--- src/rtl/csr_trap_seq_if.sv ---
// Bundle of the execute-stage request/response signals and the CSR file port
// that surround the CSR/trap sequencer. Suffixes are from the sequencer's view.
interface csr_trap_seq_if #(
  parameter int XLEN = 32
);
  logic            ready_o;
  logic            csr_v_i;
  logic [1:0]      csr_op_i;
  logic [11:0]     csr_adr_i;
  logic [XLEN-1:0] csr_src_i;
  logic            csr_done_o;
  logic [XLEN-1:0] csr_rdata_o;
  logic            trap_v_i;
  logic [XLEN-1:0] trap_cause_i;
  logic [XLEN-1:0] trap_pc_i;
  logic [XLEN-1:0] trap_tval_i;
  logic            mret_v_i;
  logic            redirect_v_o;
  logic [XLEN-1:0] redirect_pc_o;
  logic            csr_write_v_o;
  logic [11:0]     csr_adr_wr_o;
  logic [XLEN-1:0] csr_wdata_o;
  logic [11:0]     csr_adr_rd_o;
  logic [XLEN-1:0] csr_rdata_i;

  modport slave (
    output ready_o,
    input  csr_v_i, csr_op_i, csr_adr_i, csr_src_i,
    output csr_done_o, csr_rdata_o,
    input  trap_v_i, trap_cause_i, trap_pc_i, trap_tval_i,
    input  mret_v_i,
    output redirect_v_o, redirect_pc_o,
    output csr_write_v_o, csr_adr_wr_o, csr_wdata_o, csr_adr_rd_o,
    input  csr_rdata_i
  );

  modport master (
    input  ready_o,
    output csr_v_i, csr_op_i, csr_adr_i, csr_src_i,
    input  csr_done_o, csr_rdata_o,
    output trap_v_i, trap_cause_i, trap_pc_i, trap_tval_i,
    output mret_v_i,
    input  redirect_v_o, redirect_pc_o,
    input  csr_write_v_o, csr_adr_wr_o, csr_wdata_o, csr_adr_rd_o,
    output csr_rdata_i
  );
endinterface

--- src/rtl/csr_trap_seq.sv ---
// CSR instruction read-modify-write, trap entry and MRET sequencer. Owns the
// single CSR file write port and read address, and issues fetch redirects.
module csr_trap_seq #(
  parameter int XLEN = 32
) (
  input logic           clk,
  input logic           reset,
  csr_trap_seq_if.slave bus
);

  localparam logic [1:0]  OP_RW = 2'b01;
  localparam logic [1:0]  OP_RS = 2'b10;
  localparam logic [1:0]  OP_RC = 2'b11;

  localparam logic [11:0] A_MSTATUS = 12'h300;
  localparam logic [11:0] A_MTVEC   = 12'h305;
  localparam logic [11:0] A_MEPC    = 12'h341;
  localparam logic [11:0] A_MCAUSE  = 12'h342;
  localparam logic [11:0] A_MTVAL   = 12'h343;

  localparam logic [XLEN-1:0] ALIGN4 = {{(XLEN-2){1'b1}}, 2'b00};

  typedef enum logic [3:0] {
    S_IDLE, S_CSR_WR, S_T_EPC, S_T_CAUSE, S_T_TVAL, S_T_STATUS,
    S_M_EPC, S_M_STATUS, S_REDIR
  } state_e;

  state_e state_q, state_d;

  logic [1:0]      op_q, op_d;
  logic [11:0]     adr_q, adr_d;
  logic [XLEN-1:0] src_q, src_d;
  logic [XLEN-1:0] old_q, old_d;
  logic [XLEN-1:0] cause_q, cause_d;
  logic [XLEN-1:0] pc_q, pc_d;
  logic [XLEN-1:0] tval_q, tval_d;
  logic [XLEN-1:0] tvec_q, tvec_d;
  logic [XLEN-1:0] epc_q, epc_d;
  logic [XLEN-1:0] redir_pc_q, redir_pc_d;

  logic idle, trap_acc, mret_acc, csr_acc, csr_wr_en;

  function automatic logic [XLEN-1:0] csr_modify(input logic [1:0]      op,
                                                 input logic [XLEN-1:0] old,
                                                 input logic [XLEN-1:0] src);
    logic [XLEN-1:0] r;
    case (op)
      OP_RW:   r = src;
      OP_RS:   r = old | src;
      OP_RC:   r = old & ~src;
      default: r = old;
    endcase
    return r;
  endfunction

  // Trap entry: stash MIE into MPIE, disable interrupts, record M-mode as MPP.
  function automatic logic [XLEN-1:0] trap_status(input logic [XLEN-1:0] s);
    logic [XLEN-1:0] r;
    r        = s;
    r[7]     = s[3];
    r[3]     = 1'b0;
    r[12:11] = 2'b11;
    return r;
  endfunction

  function automatic logic [XLEN-1:0] mret_status(input logic [XLEN-1:0] s);
    logic [XLEN-1:0] r;
    r        = s;
    r[3]     = s[7];
    r[7]     = 1'b1;
    r[12:11] = 2'b11;
    return r;
  endfunction

  // Vectored mode only offsets interrupts; the add wraps at XLEN bits.
  function automatic logic [XLEN-1:0] trap_target(input logic [XLEN-1:0] tvec,
                                                  input logic [XLEN-1:0] cause);
    logic [XLEN-1:0] base;
    base = tvec & ALIGN4;
    if (tvec[1:0] == 2'b01 && cause[XLEN-1])
      base = base + {cause[XLEN-3:0], 2'b00};
    return base;
  endfunction

  assign idle      = (state_q == S_IDLE);
  assign trap_acc  = idle && bus.trap_v_i;
  assign mret_acc  = idle && !bus.trap_v_i && bus.mret_v_i;
  assign csr_acc   = idle && !bus.trap_v_i && !bus.mret_v_i && bus.csr_v_i;
  assign csr_wr_en = (op_q == OP_RW) ||
                     (((op_q == OP_RS) || (op_q == OP_RC)) && (src_q != '0));

  always_ff @(posedge clk or posedge reset) begin
    if (reset) state_q <= S_IDLE;
    else       state_q <= state_d;
  end

  always_comb begin
    state_d = state_q;
    case (state_q)
      S_IDLE: begin
        if (trap_acc)      state_d = S_T_EPC;
        else if (mret_acc) state_d = S_M_EPC;
        else if (csr_acc)  state_d = S_CSR_WR;
      end
      S_CSR_WR:   state_d = S_IDLE;
      S_T_EPC:    state_d = S_T_CAUSE;
      S_T_CAUSE:  state_d = S_T_TVAL;
      S_T_TVAL:   state_d = S_T_STATUS;
      S_T_STATUS: state_d = S_REDIR;
      S_M_EPC:    state_d = S_M_STATUS;
      S_M_STATUS: state_d = S_REDIR;
      S_REDIR:    state_d = S_IDLE;
      default:    state_d = S_IDLE;
    endcase
  end

  // Captured operands; the redirect target is registered one cycle ahead of REDIR.
  always_comb begin
    op_d       = op_q;
    adr_d      = adr_q;
    src_d      = src_q;
    old_d      = old_q;
    cause_d    = cause_q;
    pc_d       = pc_q;
    tval_d     = tval_q;
    tvec_d     = tvec_q;
    epc_d      = epc_q;
    redir_pc_d = redir_pc_q;
    if (csr_acc) begin
      op_d  = bus.csr_op_i;
      adr_d = bus.csr_adr_i;
      src_d = bus.csr_src_i;
      old_d = bus.csr_rdata_i;
    end
    if (trap_acc) begin
      cause_d = bus.trap_cause_i;
      pc_d    = bus.trap_pc_i;
      tval_d  = bus.trap_tval_i;
    end
    case (state_q)
      S_T_CAUSE:  tvec_d     = bus.csr_rdata_i;
      S_M_EPC:    epc_d      = bus.csr_rdata_i;
      S_T_STATUS: redir_pc_d = trap_target(tvec_q, cause_q);
      S_M_STATUS: redir_pc_d = epc_q;
      default:    ;
    endcase
  end

  always_ff @(posedge clk or posedge reset) begin
    if (reset) begin
      op_q       <= '0;
      adr_q      <= '0;
      src_q      <= '0;
      old_q      <= '0;
      cause_q    <= '0;
      pc_q       <= '0;
      tval_q     <= '0;
      tvec_q     <= '0;
      epc_q      <= '0;
      redir_pc_q <= '0;
    end else begin
      op_q       <= op_d;
      adr_q      <= adr_d;
      src_q      <= src_d;
      old_q      <= old_d;
      cause_q    <= cause_d;
      pc_q       <= pc_d;
      tval_q     <= tval_d;
      tvec_q     <= tvec_d;
      epc_q      <= epc_d;
      redir_pc_q <= redir_pc_d;
    end
  end

  always_comb begin
    bus.ready_o       = idle;
    bus.csr_done_o    = 1'b0;
    bus.csr_rdata_o   = old_q;
    bus.redirect_v_o  = 1'b0;
    bus.redirect_pc_o = redir_pc_q;
    bus.csr_write_v_o = 1'b0;
    bus.csr_adr_wr_o  = '0;
    bus.csr_wdata_o   = '0;
    bus.csr_adr_rd_o  = '0;
    case (state_q)
      S_IDLE: bus.csr_adr_rd_o = bus.csr_adr_i;
      S_CSR_WR: begin
        bus.csr_done_o    = 1'b1;
        bus.csr_write_v_o = csr_wr_en;
        bus.csr_adr_wr_o  = adr_q;
        bus.csr_wdata_o   = csr_modify(op_q, old_q, src_q);
      end
      S_T_EPC: begin
        bus.csr_write_v_o = 1'b1;
        bus.csr_adr_wr_o  = A_MEPC;
        bus.csr_wdata_o   = pc_q & ALIGN4;
      end
      S_T_CAUSE: begin
        bus.csr_write_v_o = 1'b1;
        bus.csr_adr_wr_o  = A_MCAUSE;
        bus.csr_wdata_o   = cause_q;
        bus.csr_adr_rd_o  = A_MTVEC;
      end
      S_T_TVAL: begin
        bus.csr_write_v_o = 1'b1;
        bus.csr_adr_wr_o  = A_MTVAL;
        bus.csr_wdata_o   = tval_q;
      end
      S_T_STATUS: begin
        bus.csr_write_v_o = 1'b1;
        bus.csr_adr_wr_o  = A_MSTATUS;
        bus.csr_adr_rd_o  = A_MSTATUS;
        bus.csr_wdata_o   = trap_status(bus.csr_rdata_i);
      end
      S_M_EPC: bus.csr_adr_rd_o = A_MEPC;
      S_M_STATUS: begin
        bus.csr_write_v_o = 1'b1;
        bus.csr_adr_wr_o  = A_MSTATUS;
        bus.csr_adr_rd_o  = A_MSTATUS;
        bus.csr_wdata_o   = mret_status(bus.csr_rdata_i);
      end
      S_REDIR: bus.redirect_v_o = 1'b1;
      default: ;
    endcase
  end

endmodule

--- src/flat_wrapper.sv ---
// flat-port wrapper written by rule: the top's interface ports become plain ports
module csr_trap_seq_flat 
#(
  parameter int XLEN = 32
)
  (clk, reset, bus_ready_o, bus_csr_v_i, bus_csr_op_i, bus_csr_adr_i, bus_csr_src_i, bus_csr_done_o, bus_csr_rdata_o, bus_trap_v_i, bus_trap_cause_i, bus_trap_pc_i, bus_trap_tval_i, bus_mret_v_i, bus_redirect_v_o, bus_redirect_pc_o, bus_csr_write_v_o, bus_csr_adr_wr_o, bus_csr_wdata_o, bus_csr_adr_rd_o, bus_csr_rdata_i);
  csr_trap_seq_if #(.XLEN(XLEN)) bus_i ();
  input logic clk;
  input logic reset;
  output wire logic [$bits(bus_i.ready_o)-1:0] bus_ready_o;
  input wire logic [$bits(bus_i.csr_v_i)-1:0] bus_csr_v_i;
  input wire logic [$bits(bus_i.csr_op_i)-1:0] bus_csr_op_i;
  input wire logic [$bits(bus_i.csr_adr_i)-1:0] bus_csr_adr_i;
  input wire logic [$bits(bus_i.csr_src_i)-1:0] bus_csr_src_i;
  output wire logic [$bits(bus_i.csr_done_o)-1:0] bus_csr_done_o;
  output wire logic [$bits(bus_i.csr_rdata_o)-1:0] bus_csr_rdata_o;
  input wire logic [$bits(bus_i.trap_v_i)-1:0] bus_trap_v_i;
  input wire logic [$bits(bus_i.trap_cause_i)-1:0] bus_trap_cause_i;
  input wire logic [$bits(bus_i.trap_pc_i)-1:0] bus_trap_pc_i;
  input wire logic [$bits(bus_i.trap_tval_i)-1:0] bus_trap_tval_i;
  input wire logic [$bits(bus_i.mret_v_i)-1:0] bus_mret_v_i;
  output wire logic [$bits(bus_i.redirect_v_o)-1:0] bus_redirect_v_o;
  output wire logic [$bits(bus_i.redirect_pc_o)-1:0] bus_redirect_pc_o;
  output wire logic [$bits(bus_i.csr_write_v_o)-1:0] bus_csr_write_v_o;
  output wire logic [$bits(bus_i.csr_adr_wr_o)-1:0] bus_csr_adr_wr_o;
  output wire logic [$bits(bus_i.csr_wdata_o)-1:0] bus_csr_wdata_o;
  output wire logic [$bits(bus_i.csr_adr_rd_o)-1:0] bus_csr_adr_rd_o;
  input wire logic [$bits(bus_i.csr_rdata_i)-1:0] bus_csr_rdata_i;
  assign bus_ready_o = bus_i.ready_o;
  assign bus_i.csr_v_i = bus_csr_v_i;
  assign bus_i.csr_op_i = bus_csr_op_i;
  assign bus_i.csr_adr_i = bus_csr_adr_i;
  assign bus_i.csr_src_i = bus_csr_src_i;
  assign bus_csr_done_o = bus_i.csr_done_o;
  assign bus_csr_rdata_o = bus_i.csr_rdata_o;
  assign bus_i.trap_v_i = bus_trap_v_i;
  assign bus_i.trap_cause_i = bus_trap_cause_i;
  assign bus_i.trap_pc_i = bus_trap_pc_i;
  assign bus_i.trap_tval_i = bus_trap_tval_i;
  assign bus_i.mret_v_i = bus_mret_v_i;
  assign bus_redirect_v_o = bus_i.redirect_v_o;
  assign bus_redirect_pc_o = bus_i.redirect_pc_o;
  assign bus_csr_write_v_o = bus_i.csr_write_v_o;
  assign bus_csr_adr_wr_o = bus_i.csr_adr_wr_o;
  assign bus_csr_wdata_o = bus_i.csr_wdata_o;
  assign bus_csr_adr_rd_o = bus_i.csr_adr_rd_o;
  assign bus_i.csr_rdata_i = bus_csr_rdata_i;
  csr_trap_seq #(.XLEN(XLEN)) u_core (.clk(clk), .reset(reset), .bus(bus_i));
endmodule
--- config.mk ---
export PLATFORM = sky130hd
export DESIGN_NAME = csr_trap_seq_flat
export DESIGN_NICKNAME = d
export VERILOG_FILES = /design/src/rtl/csr_trap_seq_if.sv /design/src/rtl/csr_trap_seq.sv /design/src/flat_wrapper.sv
export SDC_FILE = /design/constraint.sdc
export NUM_CORES = 1
export LEC_CHECK = 0
export CAP_MARGIN = 20
export CELL_PAD_IN_SITES_DETAIL_PLACEMENT = 1
export CELL_PAD_IN_SITES_GLOBAL_PLACEMENT = 1
export CORE_MARGIN = 10
export CORE_UTILIZATION = 43
export CTS_CLUSTER_SIZE = 8
export DETAILED_ROUTE_END_ITERATION = 10
export PLACE_DENSITY = 0.88
export SLEW_MARGIN = 25
export SYNTH_ARGS = -nofsm -noshare
export SYNTH_HDL_FRONTEND = slang
export SYNTH_SLANG_ARGS = --single-unit
--- constraint.sdc ---
create_clock -name clk -period 20.3 [get_ports clk]
set_input_delay 4.06 -clock clk [delete_from_list [all_inputs] [get_ports clk]]
set_output_delay 4.06 -clock clk [all_outputs]
set_load 0.1 [all_outputs]
==> results by group <==
Timing
  – Worst-Margin Slew: 1.132 ns
  – Max Clock Freq: 95.43 MHz
  – Fraction of the cycle the final worst path needs: around half
  – Fin Setup TNS: 0 ns
  – Fin. max-slew vios: 0
  – RSZ-0062 raised after global routing: no
  – Layout Skew: between 0.02 and 0.025 ns
  – Setup-failing EPs final: 0
  – Hold Fails Final Rpt: 0
  – Fin crit period: 10.48 ns
  – Slew HR: 24.27%

Setup path
  – Critical Path RT: 16.24 ns
  – Largest stage delay on the critical path: around 1 ns
  – Crit path cell chain: clkdlybuf4s50_1 -> a222oi_1 -> nand2_1 -> clkdlybuf4s50_1
  – WP data arrival: 6.42 ns
  – Buf/Inv on CP: 2
  – Crit. End Element: primary output
  – Critical path startpoint category: input port
  – CP top delay family: buffers and inverters
  – CP max stage cell: clkdlybuf4s50_1
  – Crit Path Class: input port to primary output
  – Top cell by count, worst path: clkdlybuf4s50_1
  – Crit path max fanout: 5

Finish
  – Final nets: 1,781
  – Area of the multi-input gates: between 6000 and 7000 sq um
  – Area growth, synth to finish: 31.72%
  – Layout cells sized above 1: between 20% and 30%
  – Fillcell total: roughly 3,500
  – Register area: roughly 6800 sq um
  – Most frequent cells in the layout: clkdlybuf4s50_1 (299), dfrtp_1 (272), mux2_2 (235)
  – Commonest non-fill, non-tap cell in the layout: clkdlybuf4s50_1

Drt
  – Residual DRC: 0
  – DR iter-0 viols: between 1,000 and 1,500
  – Final wirelength: roughly 58,000 um
  – Post-route ant nets: 0
  – First-pass iteration count of the detailed router: 6
  – Via count: roughly 12,000
  – Wire length per cell: between 20 and 30 um
  – Routed vias/inst: 6.122

Clock network
  – Clock sinks: around 270
  – Num CTS Buffers: 39
  – CTS tree: done
  – Clock Tree Root: clkbuf_16
  – CTS resizes: 0
  – CTS max path bufs: 3
  – Htree depth: 2
  – Clock Latency Late Sink: approximately 0.54 ns
  – # hold bufs at CTS: 0
  – Reg clk slew, reported paths: roughly 0.050 ns
  – Post-CTS setup buffer count: 0

Flow run
  – MaxCap Viol Count: 0

Global route
  – Vias in the first global route: between 10,000 and 15,000
  – First-pass GRT wire length: ~85,000 um
  – Initial antenna violation count: 18
  – Gr ovfl total: 0
  – Largest net degree at the start of global routing: roughly 140
  – Tot GR Track Use: between 20% and 30%

Yosys
  – Distinct cells, synth: 66
  – Mapped Area: roughly 14,000 sq um
  – Syn_area_per_cell: approximately 11 sq um
  – Top FF cell, synth: dfrtp_1
  – FFs w/ async S/R, synth: 100.0%
  – Seq/Total Area, Yosys: 48.38%
  – Yosys warnings: 0
  – Cells after Synth: between 1,000 and 1,500
  – Post-synth EDFFs: 0
  – #FFs+latches synth: approximately 270
  – Synthesized net count: roughly 1,500

Place
  – GPL Wtd Cong: 0.9061
  – I/O Buffers: 300
  – DP HPWL: between 40,000 and 50,000 um

Floorplanning
  – Die area: between 40,000 and 50,000 sq um
  – Die Y: between 200 and 250 um
  – Die X-Extent: roughly 200 um
  – I/O pins: 303
  – Initial core utilization: 43.46%
  – Core area: about 32,000 sq um
  – # rows: 66

Worst hold path
  – Worst Hold Class: register to register

Run status
  – Outcome: finished clean
final cells by class:
cell class              instances  area share [%]
diodes                         14          0.1890
clock inverters                 2          0.1350
flip-flops and latches        272           36.73
multi-input cells             926           37.15
repair buffers                319           17.05
inverters                      14          0.3511
well taps                     442           2.984
clock buffers                  40           5.401
final timing paths:
kind | start | to | slack, ns | depth (start not counted)
min in group asynchronous | reset | u_core.bus.redirect_pc_o[1] | 4.08 | 2
max in group asynchronous | reset | u_core.pc_q[10] | 14.83 | 3
min | u_core.bus.redirect_pc_o[11] | u_core.bus.redirect_pc_o[11] | 0.48 | 2
min reg2reg | u_core.bus.redirect_pc_o[11] | u_core.bus.redirect_pc_o[11] | 0.48 | 2
max reg2reg | u_core.state_q[2] | u_core.bus.redirect_pc_o[28] | 16.81 | 8
max | bus_csr_rdata_i[1] | bus_csr_wdata_o[1] | 9.82 | 4
cell usage after synthesis (all sizes together), types with 3 or more instances:
master	instances	share of area, %
a221oi	7	0.44
nor2	59	1.6
a21oi	130	4.7
o211a	3	0.21
inv	13	0.35
a22oi	56	3.0
nand4	8	0.46
a31oi	5	0.22
a21boi	4	0.21
xnor2	17	1.1
o21a	5	0.27
buf	26	0.96
ha	29	2.6
a22o	9	0.56
a211o	6	0.37
nand2b	6	0.27
xor2	7	0.44
nand3	44	1.6
a2111oi	3	0.19
nand2	88	2.3
nor2b	4	0.18
and3	5	0.22
mux2	235	19
or3	7	0.31
nor3	12	0.46
clkbuf	62	1.7
o21ai	83	3.0
a21o	19	1.0
dfrtp	272	48
a222oi	3	0.21
o211ai	7	0.37
and2	20	0.89
nor4	8	0.36
o221ai	3	0.19
a211oi	7	0.37
logic make-up (layout without fill, tap and decap cells):
group / count (synthesis) / count (layout) / synth area share, %
buffers and inverters: 102 / 375 / 3.006
and+or+nand+nor: 270 / 270 / 9.143
AOI/OAI and AO/OA: 365 / 365 / 16.30
muxes: 237 / 237 / 18.95
xor gates and xnor gates: 24 / 24 / 1.494
adders and majority gates: 30 / 30 / 2.721
DFF: 272 / 272 / 48.38
other: 0 / 14 / 0
flip-flops by register name (all words and copies together), names as in the netlist:
register	flops
u_core.cause_q	32
u_core.tval_q	32
u_core.bus.redirect_pc_o	32
u_core.op_q	2
u_core.pc_q	30
u_core.bus.csr_rdata_o	32
u_core.adr_q	12
u_core.tvec_q	32
u_core.state_q	4
u_core.src_q	32
u_core.epc_q	32
metal layers:
| layer | share of wire [%] | GRT usage (%) | vias up |
|---|---|---|---|
| li1 | - | - | 5309 |
| met1 | 40 | 33.33 | 6363 |
| met2 | 48 | 43.36 | 578 |
| met3 | 7.5 | 6.326 | 165 |
| met4 | 4.8 | 12.77 | 6 |
| met5 | 0.080 | 0 | - |
metrics by stage:
stage                     worst slack, ns  instances  hold WS [ns]  instance area [sq um]  util [%]
after floorplan                     8.745       1300        0.4631                  14070         -
after global placement              9.993       1972        0.4545                  17440     53.88
after detailed placement            9.975       1972        0.4733                  17440     53.88
after CTS                           9.935       2014        0.4841                  18470     57.05
after global routing                9.868       2028        0.5086                  18530     57.24
final                               9.821       2029        0.4807                  18530     57.25
worst reg2reg max path: cells and delay by family (launching register included):
| family | cells | cell delay [ns] |
|---|---|---|
| DFF | 1 | 0.63 |
| buffers and inverters | 3 | 1.05 |
| and+or+nand+nor | 3 | 0.96 |
| AOI/OAI and AO/OA | 2 | 0.69 |
Power is left out: the tool's default activity adds up to more than one toggle a clock period on the data nets, which glitch-free logic cannot reach.
